==> config.mk <==
export PLATFORM = sky130hd
export DESIGN_NAME = tx_burst_framer
export DESIGN_NICKNAME = d
export VERILOG_FILES = /design/src/rtl/tx_burst_framer.sv
export SDC_FILE = /design/constraint.sdc
export NUM_CORES = 1
export LEC_CHECK = 0
export CORE_MARGIN = 1.5
export CORE_UTILIZATION = 34
export DETAILED_ROUTE_END_ITERATION = 8
export GPL_ROUTABILITY_DRIVEN = 0
export GPL_TIMING_DRIVEN = 0
export PLACE_DENSITY = 0.5
export SLEW_MARGIN = 20
export SYNTH_ARGS = -nofsm -noshare
export SYNTH_HDL_FRONTEND = slang
export SYNTH_SLANG_ARGS = --single-unit
==> constraint.sdc <==
create_clock -name USER_CLK -period 8.9 [get_ports USER_CLK]
set_clock_uncertainty 0.15 [all_clocks]
set_input_delay 0.89 -clock USER_CLK [delete_from_list [all_inputs] [get_ports USER_CLK]]
set_output_delay 0.89 -clock USER_CLK [all_outputs]
set_load 0.05 [all_outputs]
==> src/rtl/tx_burst_framer.sv <==
// Buffers 64-bit payload words and frames them into fixed-size bursts led by control words.
// Define FRAMER_CHECKSUM_EN to report a bytewise XOR checksum of each burst in the trailer.
module tx_burst_framer #(
  parameter int BURST_WORDS = 8,
  parameter int FIFO_DEPTH  = 16
) (
  input  logic        USER_CLK,
  input  logic        SYSTEM_RESET,
  input  logic [63:0] TX_DATA_IN,
  input  logic        TX_DATA_VALID,
  output logic        DATA_IN_READY,
  input  logic        GT_READY_IN,
  output logic [63:0] FRAMED_DATA_OUT,
  output logic [1:0]  FRAMED_HEADER_OUT,
  output logic        FRAMED_VALID_OUT
);

  localparam int AW = $clog2(FIFO_DEPTH);
  localparam int CW = AW + 1;

  localparam logic [1:0] IDLE = 2'd0;
  localparam logic [1:0] CTRL = 2'd1;
  localparam logic [1:0] DATA = 2'd2;

  localparam logic [1:0]    HDR_DATA  = 2'b01;
  localparam logic [1:0]    HDR_CTRL  = 2'b10;
  localparam logic [7:0]    BURST_LEN = 8'(BURST_WORDS);
  localparam logic [7:0]    LAST_BEAT = 8'(BURST_WORDS - 1);
  localparam logic [CW-1:0] BURST_OCC = CW'(BURST_WORDS);
  localparam logic [CW-1:0] READY_MAX = CW'(FIFO_DEPTH - 2);

  logic [63:0]   fifoMemQ [FIFO_DEPTH];
  logic [AW-1:0] wrPtrQ, rdPtrQ;
  logic [CW-1:0] countQ, countD;
  logic          readyQ, readyDlyQ;
  logic          wrEn, rdEn;
  logic [63:0]   headWord;

  logic [1:0]  stateQ, stateD;
  logic [7:0]  seqQ, seqD;
  logic [7:0]  trailCntQ, trailCntD;
  logic [7:0]  beatQ, beatD;
  logic [7:0]  trailCs;
  logic        lastBeat;
  logic [63:0] ctrlWord;
  logic [63:0] dataOutQ, dataOutD;
  logic [1:0]  hdrOutQ, hdrOutD;
  logic        validOutQ;

  // Upstream answers a ready one cycle late, so the write enable uses the delayed ready.
  assign wrEn     = TX_DATA_VALID && readyDlyQ;
  assign rdEn     = GT_READY_IN && (stateQ == DATA);
  assign headWord = fifoMemQ[rdPtrQ];
  assign countD   = countQ + CW'(wrEn) - CW'(rdEn);
  assign lastBeat = (stateQ == DATA) && (beatQ == LAST_BEAT);

  assign DATA_IN_READY     = readyQ;
  assign FRAMED_DATA_OUT   = dataOutQ;
  assign FRAMED_HEADER_OUT = hdrOutQ;
  assign FRAMED_VALID_OUT  = validOutQ;

  always_ff @(posedge USER_CLK) begin
    if (wrEn) begin
      fifoMemQ[wrPtrQ] <= TX_DATA_IN;
    end
  end

  // Ready demands two free slots so the word already in flight always has room.
  always_ff @(posedge USER_CLK) begin
    readyDlyQ <= readyQ;
    if (SYSTEM_RESET) begin
      wrPtrQ <= '0;
      rdPtrQ <= '0;
      countQ <= '0;
      readyQ <= 1'b0;
    end else begin
      if (wrEn) begin
        wrPtrQ <= wrPtrQ + AW'(1);
      end
      if (rdEn) begin
        rdPtrQ <= rdPtrQ + AW'(1);
      end
      countQ <= countD;
      readyQ <= (countD <= READY_MAX);
    end
  end

`ifdef FRAMER_CHECKSUM_EN
  logic [7:0] csAccQ, csAccD;
  logic [7:0] trailCsQ, trailCsD;
  logic [7:0] headXor;

  always_comb begin
    headXor = 8'h00;
    for (int b = 0; b < 8; b++) begin
      headXor = headXor ^ headWord[8*b +: 8];
    end
  end

  always_comb begin
    csAccD   = csAccQ;
    trailCsD = trailCsQ;
    if (GT_READY_IN) begin
      case (stateQ)
        IDLE: trailCsD = 8'h00;
        CTRL: begin
          trailCsD = 8'h00;
          csAccD   = 8'h00;
        end
        DATA: begin
          csAccD = csAccQ ^ headXor;
          if (lastBeat) begin
            trailCsD = csAccQ ^ headXor;
          end
        end
        default: csAccD = 8'h00;
      endcase
    end
  end

  always_ff @(posedge USER_CLK) begin
    if (SYSTEM_RESET) begin
      csAccQ   <= 8'h00;
      trailCsQ <= 8'h00;
    end else begin
      csAccQ   <= csAccD;
      trailCsQ <= trailCsD;
    end
  end

  assign trailCs = trailCsQ;
`else
  assign trailCs = 8'h00;
`endif

  assign ctrlWord = {1'b1, (stateQ == CTRL), 6'd0, trailCntQ, trailCs, seqQ, 32'd0};

  // Trailer fields are reported by whichever control word follows a burst, then cleared.
  always_comb begin
    stateD    = stateQ;
    seqD      = seqQ;
    trailCntD = trailCntQ;
    beatD     = beatQ;
    dataOutD  = dataOutQ;
    hdrOutD   = hdrOutQ;
    if (GT_READY_IN) begin
      case (stateQ)
        IDLE: begin
          dataOutD  = ctrlWord;
          hdrOutD   = HDR_CTRL;
          trailCntD = 8'd0;
          if (countQ >= BURST_OCC) begin
            stateD = CTRL;
          end
        end
        CTRL: begin
          dataOutD  = ctrlWord;
          hdrOutD   = HDR_CTRL;
          trailCntD = 8'd0;
          seqD      = seqQ + 8'd1;
          beatD     = 8'd0;
          stateD    = DATA;
        end
        DATA: begin
          dataOutD = headWord;
          hdrOutD  = HDR_DATA;
          beatD    = beatQ + 8'd1;
          if (lastBeat) begin
            trailCntD = BURST_LEN;
            stateD    = (countD >= BURST_OCC) ? CTRL : IDLE;
          end
        end
        default: stateD = IDLE;
      endcase
    end
  end

  always_ff @(posedge USER_CLK) begin
    if (SYSTEM_RESET) begin
      stateQ    <= IDLE;
      seqQ      <= 8'd0;
      trailCntQ <= 8'd0;
      beatQ     <= 8'd0;
      dataOutQ  <= 64'd0;
      hdrOutQ   <= 2'b00;
      validOutQ <= 1'b0;
    end else begin
      stateQ    <= stateD;
      seqQ      <= seqD;
      trailCntQ <= trailCntD;
      beatQ     <= beatD;
      dataOutQ  <= dataOutD;
      hdrOutQ   <= hdrOutD;
      validOutQ <= GT_READY_IN;
    end
  end

endmodule

# After elaboration in Yosys (flattened, before gate mapping)
# Memories as Yosys holds them, arrays and structs flattened. A register that Yosys moved wholly into a read port is not among the register bits.
# Index checks and enable logic that the tools add are counted.
[totals] ff_bits=108 mem_bits_rw=1024 in_bits=68 out_inout_bits=68 word_cells=54 mem_count=1
[memory_table] memory="fifoMemQ" words=16 width=64 rd=1 rd_ports_with_merged_regs=1 write_ports=1 line_no="32" source="logic [63:0] fifoMemQ [FIFO_DEPTH];"
[op_classes] n_addsub=6 n_lt_le_gt_ge=3 n_eq_ne=5 n_mux=13 n_reduce_logical=14
[ops] cell="$pmux W64 S3" n=1
[ops] cell="$pmux W8 S2" n=2
[ops] cell="$add A8 B1 Y8 const B" n=2
[ops] cell="$ge A5 B4 Y1 const B" n=2
[ops] cell="$add A4 B1 Y4 const B" n=2
[ops] cell="$eq A8 B3 Y1 const B" n=1
[ops] cell="$mux W4" n=2
[ops] cell="$mux W8" n=1
[ops] cell="$reduce_and A2 Y1" n=4
[ops] cell="$pmux W2 S3" n=1
[ops] cell="$reduce_and A3 Y1" n=2
[ops] cell="$add A5 B1 Y5" n=1
[ops] cell="$le A5 B4 Y1 const B" n=1
[ops] cell="$sub A5 B1 Y5" n=1
[ops] cell="$mux W2" n=2
[ops] cell="$ne A2 B2 Y1 const B" n=2
[ops] cell="$pmux W2 S2" n=1
[ops] cell="$reduce_bool A2 Y1" n=2
[ops] cell="$logic_and A1 B1 Y1" n=3
[ops] cell="$mux W1" n=3
[ops] cell="$reduce_bool A3 Y1" n=1
[ops] cell="$eq A2 B1 Y1 const B" n=1
[ops] cell="$eq A2 B2 Y1 const B" n=1
[ops] cell="$logic_not A2 Y1" n=1
[ops] cell="$reduce_or A2 Y1" n=1

# Longest topological paths before layout
# Gate-level depths: netlist of the first run.
[depth] word_depth=7 depth_mapped=12 depth_no_buf=12

# Worst setup path after synthesis of the first run
# OpenSTA, ideal clock, no wires.
[synth_timing] path_kind="input to register" startpoint="in TX_DATA_VALID" endpoint="mem fifoMemQ[3][0] (enable)" setup_time_ns=0.565 arrival_ns=5.765 required_ns=8.185 setup_slack_ns=2.421 stages=4 n_path_buf=1 cell_sequence="and2_1 > clkbuf_1 > nand2_1 > nor3_1"
[synth_between] elab_chain_len=3
[synth_lines] element="start: declaration" line_no="10" source="input logic TX_DATA_VALID,"
[synth_lines] element="$logic_and A1 B1 Y1" line_no="51" source="assign wrEn = TX_DATA_VALID && readyDlyQ;"
[synth_lines] element="$mux W1" line_no="63" source="if (wrEn) begin"
[synth_lines] element="$mux W1 (not written as such)" line_no="64" source="fifoMemQ[wrPtrQ] <= TX_DATA_IN;"
[synth_lines] element="end: declaration" line_no="32"
# No other way between the ends.

# Worst setup path in the final report of the first run
[layout_timing] startpoint="in TX_DATA_VALID" endpoint="mem fifoMemQ[0][10] (enable)"
# The elaborated chain is that of the path after synthesis.

==> results.md, run 1 <==
- Fin. max-slew vios: 0
- H-tree depth: 3
- First-pass GRT wire length: between 150000 and 200000 um
- Clk Latency, worst-skew pair: approximately 0.70 ns
- FF+latch count, synth: between 1000 and 1500
- Yosys top cell area share: 72.3%
- DIE AREA: approximately 130000 um^2
- Worst Hold Class: reg2reg
- CP Launch Type: primary input
- Status: complete, but fails checks
- Clock Path Buffers: 3
- Clk sinks: 1129
- Width of the die: approximately 360 um
- R2r setup slk: 5.42 ns
- Top area cells in the synthesized netlist: edfxtp_1 72%, mux4_2 14%, dfxtp_1 4.9%
- Simple-gate share of the synthesized area: approximately 2.2%
- Syn Inst Count: 1959
- Period utilisation layout: approximately 41%
- Mean Syn Cell Area: between 20 and 25 um^2
- Final std cells w/o fill: slightly above 4000
- Vias per cell: roughly 5.1
- Gr usage total: 17.4%
- Grt total ovfl: 0
- Failing checks: DRC
- Logic pwr share: about 6.0%
- Setup crit end kind: flop
- Yosys warns: 0
- Final WS setup: approximately 5.3 ns
- PwrDens: between 200 and 250 nW/um^2
- Router iterations before antenna repair: 9
- RSZ-0062 raised after global routing: false
- Routed Antenna Nets: 0
- Fin crit period: approximately 3.6 ns
- Placeable core region: around 120000 um^2
- Combinational family with the most area after synthesis: multiplexers
- Sequential share of power: 52.6%
- Post-CTS Resized: 0
- Worst VDD drop: ~150 uV
- Num CTS Buffers: between 100 and 150
- Minimum hold slack: about 0.21 ns
- Clock Tree Root: clkbuf_16
- Num rows: about 130
- DRT iter0 DRCs: ~1700
- Detailed placement HPWL: 74600 um
- Compound-Gate Fraction of Synth Area: between 2 and 3%
- Synth area leader: edfxtp_1
- Layout area overhead: 20.3%
- WP data required: approximately 9.2 ns
- Crit-path max FO: 8
- Cell with the most instances after synthesis: edfxtp_1
- Placed cell count: between 3000 and 4000
- Worst slack, placed: roughly 4.5 ns
- Slew HR: about 21%
- Synth Flop Type: edfxtp_1
- Height of the die: 357 um
- Synth cell count leaders: 1024 x edfxtp_1, 256 x mux4_2, 105 x dfxtp_1
- Synthesized cell area: 42500 um^2
- I/O pin cnt: between 100 and 150
- Number of global-route vias before repair: roughly 22000
- # Max-Cap Violations: 0
- Layout cells sized above 1: between 20% and 30%
- P_sw: 2.43 mW
- PortBufs: 134
- Post-Synth Adder-Cell Area: less than 1%
- Vias: between 20000 and 25000
- Drt wl/cell: roughly 27 um
- CTS tree: built
- Pin count of the biggest net entering global routing: 20
- Final Core Density: between 40% and 50%
- Kind of critical path: in2reg
- Synth Net Count: between 2000 and 2500
- Least-Margin Pin Slew: ~1.2 ns
- Switch share: a little over a fifth
- # DRC: 20
- CTS Hold Bufs: 0
- Setup bufs post-CTS: 0
- Initial cell density of the core: 34.3%
- Post-synth ARST share: 0%
- Overall power: approximately 11 mW
- Synth cell types: 54
- Data arrival, critical path: 3.88 ns
- Post-synthesis xor/xnor area fraction: less than 1%
- Number of synthesized flops with an enable pin: between 1000 and 1500
- CTS clk-pin slew, worst paths: 0.06 ns
- Setup violations, final: 0
- Routed wire length: 110000 um
- Final hold viol count: 0
- Mux share of post-synthesis cell area: between 10% and 20%
- Final net count: around 2400
- Peak Freq: 0.276 GHz
- Internal: between 8 and 9 mW
- Clock network fraction of total power: about two fifths
- Register area share after synthesis: just under 80%
- Initial antenna violation count: 13
- Leakage: 16.1 nW
-- power by group through the flow --
stage / combinational (mW) / sequential (mW) / clock, mW
2_1_floorplan: 0.382 / 6.04 / 0
3_3_place_gp: 0.631 / 6.04 / 0
3_5_place_dp: 0.684 / 6.02 / 0
4_1_cts: 0.686 / 5.91 / 4.76
5_1_grt: 0.737 / 5.91 / 4.96
6_report: 0.673 / 5.91 / 4.65
-- cells by family (layout without fill, tap and decap cells) --
group / Yosys count / after routing
AND/OR/NAND/NOR: 189 / 189
adder cells (fa/ha/maj): 18 / 18
XOR/XNOR: 19 / 19
AO/OA/AOI/OAI: 159 / 159
other: 0 / 6
flip-flops: 1129 / 1129
multiplexers: 331 / 331
buffers and inverters: 114 / 561
-- cell type report --
type,instances,area (um^2)
fillers,10700,72700
repair buffers,228,2780
inverters,16,60.1
multi-input cells,716,9160
flip-flops and latches,1129,32900
clock buffers,156,3140
clock inverters,63,531
diodes,6,15.0
plain buffers,98,554
well taps,1637,2050
-- path summary, 6_finish.rpt --
path                 startpoint               to  cells after the start
setup / recovery  TX_DATA_VALID  fifoMemQ[0][10]                     10
setup reg to reg      stateQ[0]        stateQ[0]                     12
hold reg to reg   DATA_IN_READY        readyDlyQ                      0
hold / removal    DATA_IN_READY        readyDlyQ                      0
-- cells in the final DEF, fill, tap and decap left out, types with 4 or more instances in the layout --
cell type,count
nor2_1,29
buf_12,36
ha_1,17
clkinv_1,28
nand3_1,16
clkbuf_16,117
nor2b_1,5
clkbuf_8,7
nor2_4,12
mux2i_1,75
clkbuf_1,66
o211ai_1,53
edfxtp_1,1024
xnor2_1,6
bufinv_16,6
buf_6,22
nor3_2,6
inv_1,13
a21oi_1,15
dfxtp_1,105
clkinv_2,20
nand4_1,5
o21ai_0,5
buf_16,12
nand2b_1,8
diode_2,6
buf_4,51
nor4_4,4
a22oi_1,61
nand2_1,78
mux4_2,256
xor2_1,13
o221ai_1,11
clkinvlp_4,4
buf_2,35
clkdlybuf4s50_1,134
-- metal layers --
| layer | up-vias | wire length [um] | track usage (%) |
|---|---|---|---|
| met5 | - | 77 | 0 |
| met4 | 14 | 2040 | 4.08 |
| met3 | 138 | 5370 | 3.07 |
| met2 | 477 | 54500 | 28.9 |
| met1 | 11200 | 48100 | 23.8 |
| li1 | 8911 | - | - |
-- flip-flops by register name, indices dropped and copies added (netlist names), named ones only --
register           cells
DATA_IN_READY          1
FRAMED_DATA_OUT       64
FRAMED_HEADER_OUT      2
FRAMED_VALID_OUT       1
beatQ                  8
countQ                 5
fifoMemQ            1024
rdPtrQ                 4
readyDlyQ              1
seqQ                   8
stateQ                 2
trailCntQ              1
wrPtrQ                 4
-- stage by stage --
step                setup TNS [ns]  instance area (um^2)
global route                     0                 51100
floorplan                        0                 42500
global placement          -1538.44                 45900
finish                           0                 51100
CTS                              0                 51100
detailed placement               0                 47400
-- worst max-delay path: stages --
cell and delay, ns:
clkdlybuf4s50_1 0.48, and2_1 0.15, clkbuf_1 0.32, nand2_1 0.33, nor3_2 0.67, buf_6 0.24
buf_4 0.20, buf_4 0.22, buf_6 0.17, buf_4 0.19
(Power assumes the default switching activity.)
==> run 2: changes to the inputs <==
==> constraint.sdc (replaced) <==
create_clock -name USER_CLK -period 3.45 [get_ports USER_CLK]
set_clock_uncertainty 0.15 [all_clocks]
set_input_delay 0.345 -clock USER_CLK [delete_from_list [all_inputs] [get_ports USER_CLK]]
set_output_delay 0.345 -clock USER_CLK [all_outputs]
set_load 0.05 [all_outputs]
==> run 2 against run 1 <==
Compared with the run above: the run still ends with DRC left; critical endpoint is now FRAMED_DATA_OUT[1]; critical path depth fell by 3; clock power grew to 2.6 times the previous value; core utilization grew 0.13 points; register-to-register slack lost 5.2 ns; cell area is 0.31% higher; largest power group unchanged; wire length is 0.66% lower; worst setup slack worse by 5.1 ns.
==> results.md, run 2 (same netlist as run 1, synthesis figures left out) <==
- R2r startpoint: stateQ[0]
- Worst Hold Launch: GT_READY_IN
- Worst VDD drop: between 300 and 400 uV
- Height of the die: around 360 um
- Router iterations before antenna repair: 7
- CP Launch Type: flop
- Worst Hold Path EP: seqQ[3]
- CP Launch Point: stateQ[0]
- Slew HR: between 20% and 30%
- Routed Antenna Nets: 0
- Layout fillers: ~11000
- Placeable core region: between 100000 and 150000 um^2
- Grt total ovfl: 0
- Leakage: between 15 and 20 nW
- Clock Path Buffers: 3
- Peak Freq: 0.306 GHz
- Period utilisation layout: between 90% and 100%
- H-tree depth: 3
- Pin count of the biggest net entering global routing: 19
- Fin crit period: around 3.3 ns
- Overall power: a little under 30 mW
- Worst Hold Class: in2reg
- Initial cell density of the core: 34.3%
- Most common cell after layout, fill and taps aside: edfxtp_1
- Failing checks: DRC
- Biggest register: fifoMemQ
- Clk Latency, worst-skew pair: 0.70 ns
- I/O pin cnt: 136
- # Max-Cap Violations: 0
- Num rows: approximately 130
- Layout cells sized above 1: between 20% and 30%
- Clock Tree Root: clkbuf_16
- Vias: between 20000 and 25000
- Vias per cell: approximately 5.1
- Initial antenna violation count: 10
- R2R cell count: 7
- Setup crit end kind: flop
- Setup violations, final: 0
- Final WS setup: 0.182 ns
- RSZ-0062 raised after global routing: false
- Largest register FFs: roughly 1000
- CP max stage delay: approximately 0.80 ns
- Slowest CP cell: nor4_4
- Routed wire length: 109000 um
- Hold path depth: 4
- PwrDens: 566 nW/um^2
- Final hold viol count: 0
- CTS clk-pin slew, worst paths: about 0.06 ns
- Placed cell count: ~3800
- Most used cells in the layout excluding fill and tap cells: 1024 x edfxtp_1, 256 x mux4_2, 134 x clkdlybuf4s50_1
- RR Endpoint: FRAMED_DATA_OUT[1]
- CTS tree: built
- Kind of critical path: reg2reg
- Status: complete, but fails checks
- Clk sinks: about 1100
- Gr usage total: between 10% and 20%
- Layout area overhead: 20.7%
- WP data required: slightly below 4 ns
- DIE AREA: between 100000 and 150000 um^2
- Width of the die: ~360 um
- Worst slack, placed: between 0.03 and 0.04 ns
- Final std cells w/o fill: about 4000
- Detailed placement HPWL: 74300 um
- Crit-path max FO: 10
- Drt wl/cell: roughly 27 um
- R2r setup slk: between 0.15 and 0.2 ns
- PortBufs: approximately 130
- Least-Margin Pin Slew: between 1 and 1.5 ns
- Num CTS Buffers: approximately 120
- DRT iter0 DRCs: roughly 1700
- Setup_tns: 0 ns
- Worst-path cell chain: inv_1 > ha_1 > nand3b_4 > nor4_4 > clkbuf_1 > a22oi_1 > o211ai_1
- Fin. max-slew vios: 0
- First-pass GRT wire length: roughly 160000 um
- # DRC: 22
- Number of global-route vias before repair: roughly 22000
- Data arrival, critical path: around 3.7 ns
- Final net count: between 2000 and 2500
[run 2: final cells by class]
cell class              instances  area [um^2]  area share (%)
diodes                          6         15.0          0.0293
flip-flops and latches       1129        32900            64.0
well taps                    1637         2050            3.99
clock inverters                46          375           0.732
inverters                      16         60.1           0.117
clock buffers                 174         3330            6.49
plain buffers                  98          556            1.08
multi-input cells             716         9180            17.9
repair buffers                210         2880            5.62
[run 2: worst max path at each step]
stage                    endpoint  slack [ns]  cells after the start
2_1_floorplan      fifoMemQ[7][0]       -0.77                      4
3_3_place_gp      fifoMemQ[15][9]       -5.43                      5
3_5_place_dp            stateQ[0]        0.03                     12
4_1_cts                 stateQ[0]      0.0002                     12
5_1_grt                 stateQ[0]       0.005                     12
6_report       FRAMED_DATA_OUT[1]        0.18                      7
[run 2: what timing repair did]
item	CTS	global route
resized for setup	0	3
endpoints found under the setup margin	0	1
setup buffers	0	0
hold buffers	0	0
[run 2: worst max-delay path, delay by kind of cell (launching register included)]
family	cells	cell delay, ns
AO/OA/AOI/OAI	2	0.34
adder cells (fa/ha/maj)	1	0.44
buffers and inverters	2	0.84
flip-flops	1	0.36
AND/OR/NAND/NOR	2	1.04
[run 2: per-layer routing]
metal	global-route usage (%)	vias to the layer above	share of wire [%]
li1	-	8867	-
met1	23.9	11100	44
met2	28.9	556	49
met3	3.33	160	5.6
met4	3.58	10	1.8
met5	0	-	0.044
[run 2: power breakdown]
group,total [mW],switching (mW),internal (mW)
Clock,12.1,5.16,6.90
Sequential,15.2,0.0802,15.2
Combinational,1.75,1.01,0.736
[run 2: through the flow]
stage / hold slack (ns) / utilization [%] / instance area, um^2
floorplan: 0.294 / - / 42500
detailed placement: 0.195 / 38.4 / 47600
global route: 0.0963 / 41.4 / 51300
global placement: 0.199 / 37.1 / 45900
CTS: 0.0490 / 41.4 / 51300
finish: 0.105 / 41.4 / 51300
